==> src/rtl/div_ctrl.sv <==
// Multicycle restoring divider for MIPS div/divu: quotient to lo, remainder to hi.
// One quotient bit per clock, then a sign-fix cycle; divide-by-zero exits via ERR.
module div_ctrl #(
  parameter int unsigned WIDTH = 32
) (
  input  logic             clock,
  input  logic             reset,
  input  logic             start,
  input  logic             is_unsigned,
  input  logic [WIDTH-1:0] dividend,
  input  logic [WIDTH-1:0] divisor,
  output logic [WIDTH-1:0] lo,
  output logic [WIDTH-1:0] hi,
  output logic             busy,
  output logic             done,
  output logic             div_zero
);

  localparam int unsigned CW = (WIDTH > 1) ? $clog2(WIDTH) : 1;

  typedef enum logic [2:0] {
    S_IDLE,
    S_CALC,
    S_FIX,
    S_DONE,
    S_ERR
  } state_t;

  state_t           state_q, state_d;
  logic [WIDTH-1:0] q_q, q_d;
  logic [WIDTH-1:0] r_q, r_d;
  logic [WIDTH-1:0] d_q, d_d;
  logic [CW-1:0]    cnt_q, cnt_d;
  logic             qneg_q, qneg_d;
  logic             rneg_q, rneg_d;
  logic [WIDTH-1:0] lo_d, hi_d;
  logic             busy_d, done_d, dz_d;

  // Operand signs and magnitudes; the most negative value maps to itself as unsigned.
  logic             a_neg, b_neg;
  logic [WIDTH-1:0] a_mag, b_mag;
  assign a_neg = ~is_unsigned & dividend[WIDTH-1];
  assign b_neg = ~is_unsigned & divisor[WIDTH-1];
  assign a_mag = a_neg ? WIDTH'(-dividend) : dividend;
  assign b_mag = b_neg ? WIDTH'(-divisor) : divisor;

  // One restoring step: shift next dividend bit into the WIDTH+1 bit partial remainder.
  logic [WIDTH:0]   rem_sh;
  logic             ge;
  logic [WIDTH-1:0] rem_sub;
  assign rem_sh  = {r_q, q_q[WIDTH-1]};
  assign ge      = (rem_sh >= {1'b0, d_q});
  assign rem_sub = WIDTH'(rem_sh - {1'b0, d_q});

  always_comb begin
    state_d = state_q;
    q_d     = q_q;
    r_d     = r_q;
    d_d     = d_q;
    cnt_d   = cnt_q;
    qneg_d  = qneg_q;
    rneg_d  = rneg_q;
    lo_d    = lo;
    hi_d    = hi;
    busy_d  = 1'b0;
    done_d  = 1'b0;
    dz_d    = 1'b0;
    case (state_q)
      S_IDLE, S_DONE: begin
        state_d = S_IDLE;
        if (start) begin
          if (divisor == '0) begin
            state_d = S_ERR;
            done_d  = 1'b1;
            dz_d    = 1'b1;
          end else begin
            state_d = S_CALC;
            busy_d  = 1'b1;
            q_d     = a_mag;
            d_d     = b_mag;
            r_d     = '0;
            cnt_d   = '0;
            qneg_d  = a_neg ^ b_neg;
            rneg_d  = a_neg;
          end
        end
      end
      S_CALC: begin
        busy_d = 1'b1;
        q_d    = {q_q[WIDTH-2:0], ge};
        r_d    = ge ? rem_sub : rem_sh[WIDTH-1:0];
        cnt_d  = cnt_q + CW'(1);
        if (cnt_q == CW'(WIDTH - 1)) state_d = S_FIX;
      end
      S_FIX: begin
        lo_d    = qneg_q ? WIDTH'(-q_q) : q_q;
        hi_d    = rneg_q ? WIDTH'(-r_q) : r_q;
        done_d  = 1'b1;
        state_d = S_DONE;
      end
      S_ERR:   state_d = S_IDLE;
      default: state_d = S_IDLE;
    endcase
  end

  always_ff @(posedge clock or negedge reset) begin
    if (!reset) begin
      state_q  <= S_IDLE;
      q_q      <= '0;
      r_q      <= '0;
      d_q      <= '0;
      cnt_q    <= '0;
      qneg_q   <= 1'b0;
      rneg_q   <= 1'b0;
      lo       <= '0;
      hi       <= '0;
      busy     <= 1'b0;
      done     <= 1'b0;
      div_zero <= 1'b0;
    end else begin
      state_q  <= state_d;
      q_q      <= q_d;
      r_q      <= r_d;
      d_q      <= d_d;
      cnt_q    <= cnt_d;
      qneg_q   <= qneg_d;
      rneg_q   <= rneg_d;
      lo       <= lo_d;
      hi       <= hi_d;
      busy     <= busy_d;
      done     <= done_d;
      div_zero <= dz_d;
    end
  end

endmodule
==> config.mk <==
export PLATFORM = sky130hd
export DESIGN_NAME = div_ctrl
export DESIGN_NICKNAME = d
export VERILOG_FILES = /design/src/rtl/div_ctrl.sv
export SDC_FILE = /design/constraint.sdc
export NUM_CORES = 1
export LEC_CHECK = 0
export ABC_CLOCK_PERIOD_IN_PS = 3900
export BUFFER_PORTS_ARGS = -buffer_cell sky130_fd_sc_hd__buf_2
export CORE_ASPECT_RATIO = 0.5
export CORE_MARGIN = 3
export CORE_UTILIZATION = 31
export DETAILED_ROUTE_END_ITERATION = 10
export HOLD_SLACK_MARGIN = 0.03
export SYNTH_ARGS = -nofsm -noshare
export SYNTH_HDL_FRONTEND = slang
export SYNTH_SLANG_ARGS = --single-unit
export TNS_END_PERCENT = 20
==> constraint.sdc <==
create_clock -name clock -period 3.9 [get_ports clock]
set_input_delay 0.78 -clock clock [delete_from_list [all_inputs] [get_ports clock]]
set_output_delay 0.78 -clock clock [all_outputs]
set_load 0.01 [all_outputs]
==> results of run 1 <==
-- final cells by class --
| cell class | instances | area (sq um) |
|---|---|---|
| diodes | 4 | 10.01 |
| clock buffers | 17 | 425.4 |
| repair buffers | 156 | 892.1 |
| fillers | 3641 | 22100 |
| inverters | 55 | 206.4 |
| flip-flops and latches | 173 | 4329 |
| multi-input cells | 1044 | 6412 |
| clock inverters | 15 | 160.2 |
| well taps | 475 | 594.3 |
-- critical path, cell delays in order, from the launching register on --
cell and delay [ns]:
dfrtp_1 0.47, inv_1 0.16, ha_1 0.19, nor2b_1 0.32, nand3_1 0.23, or4_1 0.52, or4_1 0.57, o41ai_2 0.40
nand2_1 0.14, xnor2_1 0.19, o21ai_0 0.09
-- layout by cell type, fill, tap and decap left out, drive strengths merged, types with 9 or more instances in the layout --
| master | instances |
|---|---|
| nand2b | 9 |
| a21oi | 76 |
| ha | 38 |
| o41ai | 12 |
| xnor2 | 50 |
| a31oi | 13 |
| nor2b | 9 |
| nor4 | 13 |
| o21ai | 179 |
| nor2 | 57 |
| nand2 | 200 |
| buf | 156 |
| a21o | 13 |
| nand3 | 73 |
| or3 | 12 |
| o211ai | 32 |
| clkbuf | 17 |
| or4 | 14 |
| and3 | 12 |
| nor3 | 23 |
| o31ai | 27 |
| dfrtp | 173 |
| inv | 61 |
| xor2 | 95 |
-- power groups by stage --
stage          clock network, uW  logic [uW]  registers [uW]
2_1_floorplan                  0        4970            3270
3_3_place_gp                   0        6590            3500
3_5_place_dp                   0        6650            3510
4_1_cts                     1790        6690            3480
5_1_grt                     1880        7550            3610
6_report                    1760        6690            3490
-- path summary, 6_finish.rpt --
| kind | slack (ns) | end | depth (start not counted) | startpoint |
|---|---|---|---|---|
| setup reg to reg | 0.47 | hi[30] | 10 | r_q[0] |
| min in group clock | 0.47 | lo[15] | 2 | lo[15] |
| hold reg to reg | 0.47 | lo[15] | 2 | lo[15] |
| max in group asynchronous | 2.61 | hi[9] | 2 | reset |
| hold / removal | 0.36 | d_q[28] | 1 | reset |
| setup / recovery | 0.47 | hi[30] | 10 | r_q[0] |
-- state kept, by name, summed over array words and instances (netlist names), 3 cells and up --
| register | count |
|---|---|
| d_q | 32 |
| r_q | 32 |
| cnt_q | 5 |
| hi | 32 |
| lo | 32 |
| state_q | 3 |
| q_q | 32 |
-- layer usage --
| layer | GRT usage, % | vias to the layer above |
|---|---|---|
| met5 | 0 | - |
| met2 | 26.94 | 181 |
| met3 | 3.588 | 63 |
| met4 | 5.631 | 12 |
| li1 | - | 4976 |
| met1 | 22.39 | 4742 |
-- kinds of logic (layout without fill, tap and decap cells) --
family                   Yosys count  in the layout  share of synthesized area [%]
XOR/XNOR                         145            145                          11.29
AND/OR/NAND/NOR                  458            458                          19.41
other                              0              4                              0
flip-flops                       173            173                          38.50
buffers and inverters            130            243                          4.562
multiplexers                       7              7                         0.6231
adder cells (fa/ha/maj)           39             39                          4.406
AO/OA/AOI/OAI                    395            395                          21.21
-- stage by stage --
| stage | total power, uW | worst slack [ns] |
|---|---|---|
| after CTS | 11960 | 0.4331 |
| after global routing | 13040 | 0.2723 |
| after detailed placement | 10160 | 0.2404 |
| final | 11940 | 0.4714 |
| after floorplan | 8235 | 0.7580 |
| after global placement | 10090 | 0.2785 |
==> flow_summary.yaml, run 1 <==
synth:
  ys_types: 65
  ys_ff_latch: 173
  yosys_warnings: 0
  synth_commonest_cells: "nand2_1, dfrtp_1, o21ai_0"
  synth_edf_count: 0
  synth_top_area_share_pct: 38.50
  ys_seq_area_share_pct: 38.50
  async_reset_ff_share_pct: 100.0
  synth_area_sq_mm: 0.01124
  synth_flop_cell: "dfrtp_1"
  yosys-top-cells-area: "dfrtp_1, o21ai_0, xor2_1"
  yosysTopAreaCell: "dfrtp_1"
  synth_area_per_cell_sq_um: 8.348
  yosysMostFrequentCell: "nand2_1"
  postSynthCellCount: 1347
  synth.net_count: 1454
clocking:
  clockBufferDepth: 2
  cts_tree: "yes"
  ctsResizeCount: 0
  h-tree-depth: 4
  clk_pin_slew_ns: 0.08
  cts_root_buffer: "clkbuf_16"
  insertion_delay_ns: 0.45
  hold_buffers: 0
  cts_buffers: 17
  cts_setup_buffers: 0
  clock-sinks: 173
placement:
  place_area_sq_mm: 0.01243
  gp_congestion: 0.9107
  placedCellCount: 1903
  portBuffers: 134
  hpwl_mm: 24.52
min_path:
  hp-class: "primary input to async pin"
die:
  die_x_um: 275.3
  design.die.area_sq_mm: 0.03873
  die_y_um: 140.7
  coreArea_sq_mm: 0.03513
  start_util_pct: 32.00
  rows: 48
  io_pins: 135
critical_path:
  start_kind: "flop"
  end_kind: "flop"
  cp_data_arrival_time_ns: 3.72
  path_max_fanout: 7
  crit_required_ns: 4.19
  crit_type: "flop to flop"
sta:
  period_needed_ns: 3.429
  worst_pin_slew_ns: 1.071
  fin_skew_ns: 0.01794
  setup_viol: 0
  rsz0062_at_grt: "no"
  finalMaxSlewViolations: 0
  relSlewSlack_pct: 28.63
  min_period_over_period_pct: 87.91
  finalHoldViolCount: 0
  worst_hold_slack_ns: 0.3593
  max_freq_mhz: 291.7
  tns_ns: 0
layout:
  drive_above_1_share_pct: 14.32
  final_util_pct: 37.09
  final_nets: 1554
  fin_area_sq_mm: 0.01303
  layout.cells.non_filler: 1939
  area_growth_syn_to_layout_pct: 15.88
routing:
  wl_met1_mm: 15.01
  routed_wl_mm: 32.38
  top_layer_used: "met5"
  drtPass1Iterations: 5
  ant_nets: 0
  wl_met3_mm: 1.352
  wl_per_cell_um: 16.70
  drtIter0Drc: 610
  drcViolationCount: 0
  avgViaCountPerCell: 5.144
  wl_met2_mm: 15.07
  vias: 9974
power:
  switching_share_pct: 47.52
  p_seq_share_pct: 29.3
  power_density_mw_per_mm2: 916.0
  p_leak_uw: 0.005594
  power.internal_uw: 6264
  power_switching_uw: 5671
  clkPwrFrac_pct: 14.7
  ir_drop_v: 0.0004136
  comb_power_share_pct: 56.0
grt:
  track_usage_pct: 16.74
  overflow: 0
  grt_max_degree: 85
  grt_pass1_wl_mm: 52.16
  antenna_found_initial: 10
  first_global_vias: 9557
flow_run:
  maxCapViolations: 0
status:
  status: "finished, final reports clean"
No activity file was read; power rests on OpenSTA's default activity.
==> run 2, diff against run 1 <==
CORE_MARGIN = 2   (was 3)
==> flow_summary.yaml, run 2 (same netlist as run 1, synthesis figures left out) <==
status:
  status: "finished, final reports clean"
clocking:
  clockBufferDepth: 2
  insertion_delay_ns: 0.44
  clock-sinks: 173
  hold_buffers: 0
  cts_tree: "yes"
  cts_buffers: 17
  clk_pin_slew_ns: 0.07
  cts_setup_buffers: 0
  ctsResizeCount: 0
  h-tree-depth: 4
  cts_root_buffer: "clkbuf_16"
layout:
  final_cell_mix: "nand2_1, dfrtp_1, o21ai_0"
  final_common_cell: "nand2_1"
  final_nets: 1553
  fin_area_sq_mm: 0.01299
  final_util_pct: 36.28
  layout.cells.non_filler: 1947
  drive_above_1_share_pct: 14.19
  area_growth_syn_to_layout_pct: 15.53
  fill_cells: 3772
critical_path:
  cp_data_arrival_time_ns: 3.57
  cp_top_family: "compound AO/OA/AOI/OAI gates"
  cp_cell_sequence: "ha_1 -> and4_1 -> a2111oi_0 -> o21ai_0 -> a31oi_1 -> and3_1 -> buf_12 -> a21oi_1 -> a221oi_1 -> nor2_1"
  path_max_fanout: 30
  rr_startpoint: "r_q[28]"
  crit_start: "r_q[28]"
  slowest_delay_ns: 0.55
  r2r_setup_slack_ns: 0.66
  reg2reg_depth: 10
  start_kind: "flop"
  critical_path_depth: 10
  reg2reg_to: "r_q[7]"
  endpoint: "r_q[7]"
  critPathSlowestCell: "and3_1"
  crit_type: "flop to flop"
  crit_required_ns: 4.22
  end_kind: "flop"
  path_buf_inv: 1
sta:
  relSlewSlack_pct: 28.16
  min_period_over_period_pct: 83.20
  tns_ns: 0
  period_needed_ns: 3.245
  finalHoldViolCount: 0
  finalMaxSlewViolations: 0
  setup_viol: 0
  rsz0062_at_grt: "no"
  fin_skew_ns: 0.01408
  max_freq_mhz: 308.2
  worst_pin_slew_ns: 1.078
min_path:
  hp-class: "primary input to async pin"
flow_run:
  maxCapViolations: 0
grt:
  overflow: 0
  grt_max_degree: 108
  grt_pass1_wl_mm: 51.02
  antenna_found_initial: 6
  first_global_vias: 9203
  track_usage_pct: 16.80
die:
  design.die.area_sq_mm: 0.03790
  die_y_um: 138.7
  rows: 49
  coreArea_sq_mm: 0.03580
  die_x_um: 273.3
  start_util_pct: 31.41
  io_pins: 135
power:
  power_density_mw_per_mm2: 906.6
  ir_drop_v: 0.0003853
  total_power_uw: 11780
  p_leak_uw: 0.005555
placement:
  portBuffers: 134
  hpwl_mm: 23.81
  placedCellCount: 1911
  place_area_sq_mm: 0.01243
  gp_congestion: 0.9247
routing:
  ant_nets: 0
  drtPass1Iterations: 5
  wl_per_cell_um: 16.12
  routed_wl_mm: 31.39
  vias: 9757
  drcViolationCount: 0
  drtIter0Drc: 594
  avgViaCountPerCell: 5.011
[run 2: changes by cell type in the layout (fill, tap and decap cells not counted), sizes merged]
cell | before | now
clkinvlp | 2 | 4
bufinv | 2 | 0
inv | 61 | 59
buf | 156 | 155
clkbuf | 17 | 19
[run 2: worst reg2reg max path, cell delays in order (launching register included)]
cell and delay, ns:
dfrtp_1 0.45, ha_1 0.43, and4_1 0.22, a2111oi_0 0.34, o21ai_0 0.16, a31oi_1 0.35
and3_1 0.55, buf_12 0.24, a21oi_1 0.07, a221oi_1 0.26, nor2_1 0.06
[run 2: layer usage]
metal / track usage (%) / vias up / routed length, um
li1: - / 4980 / -
met1: 22.50 / 4589 / 14720
met2: 27.85 / 151 / 15080
met3: 2.874 / 35 / 1013
met4: 4.889 / 2 / 574
met5: 0 / - / 13
[run 2: area by class of cell]
class | instances | area, sq um | share of cell area (%)
diodes | 4 | 10.01 | 0.07705
clock buffers | 19 | 442.9 | 3.409
clock inverters | 13 | 107.6 | 0.8283
inverters | 55 | 206.4 | 1.589
multi-input cells | 1044 | 6417 | 49.40
flip-flops and latches | 173 | 4329 | 33.32
well taps | 484 | 605.6 | 4.661
repair buffers | 155 | 872.1 | 6.713
[run 2: how the worst min path moves through the flow]
stage / slack (ns) / depth (start not counted) / end / from
3_3_place_gp: 0.46 / 2 / lo[23] / lo[23]
3_5_place_dp: 0.46 / 2 / hi[17] / hi[17]
4_1_cts: 0.47 / 1 / r_q[3] / reset
6_report: 0.41 / 1 / r_q[3] / reset
2_1_floorplan: 0.45 / 2 / d_q[19] / d_q[19]
5_1_grt: 0.47 / 1 / r_q[3] / reset
[run 2: through the flow]
| stage | worst slack [ns] | hold WS (ns) |
|---|---|---|
| 2_1_floorplan | 0.7580 | 0.4498 |
| 3_3_place_gp | 0.3883 | 0.4580 |
| 3_5_place_dp | 0.3215 | 0.4640 |
| 4_1_cts | 0.6209 | 0.4656 |
| 5_1_grt | 0.4117 | 0.4732 |
| 6_report | 0.6550 | 0.4145 |
[run 2: power breakdown]
| part | leakage (uW) | total [uW] | switching (uW) | internal [uW] |
|---|---|---|---|---|
| clock network | 0.000259 | 1620 | 776 | 845 |
| registers | 0.00197 | 3490 | 905 | 2580 |
| logic | 0.00332 | 6670 | 3960 | 2710 |
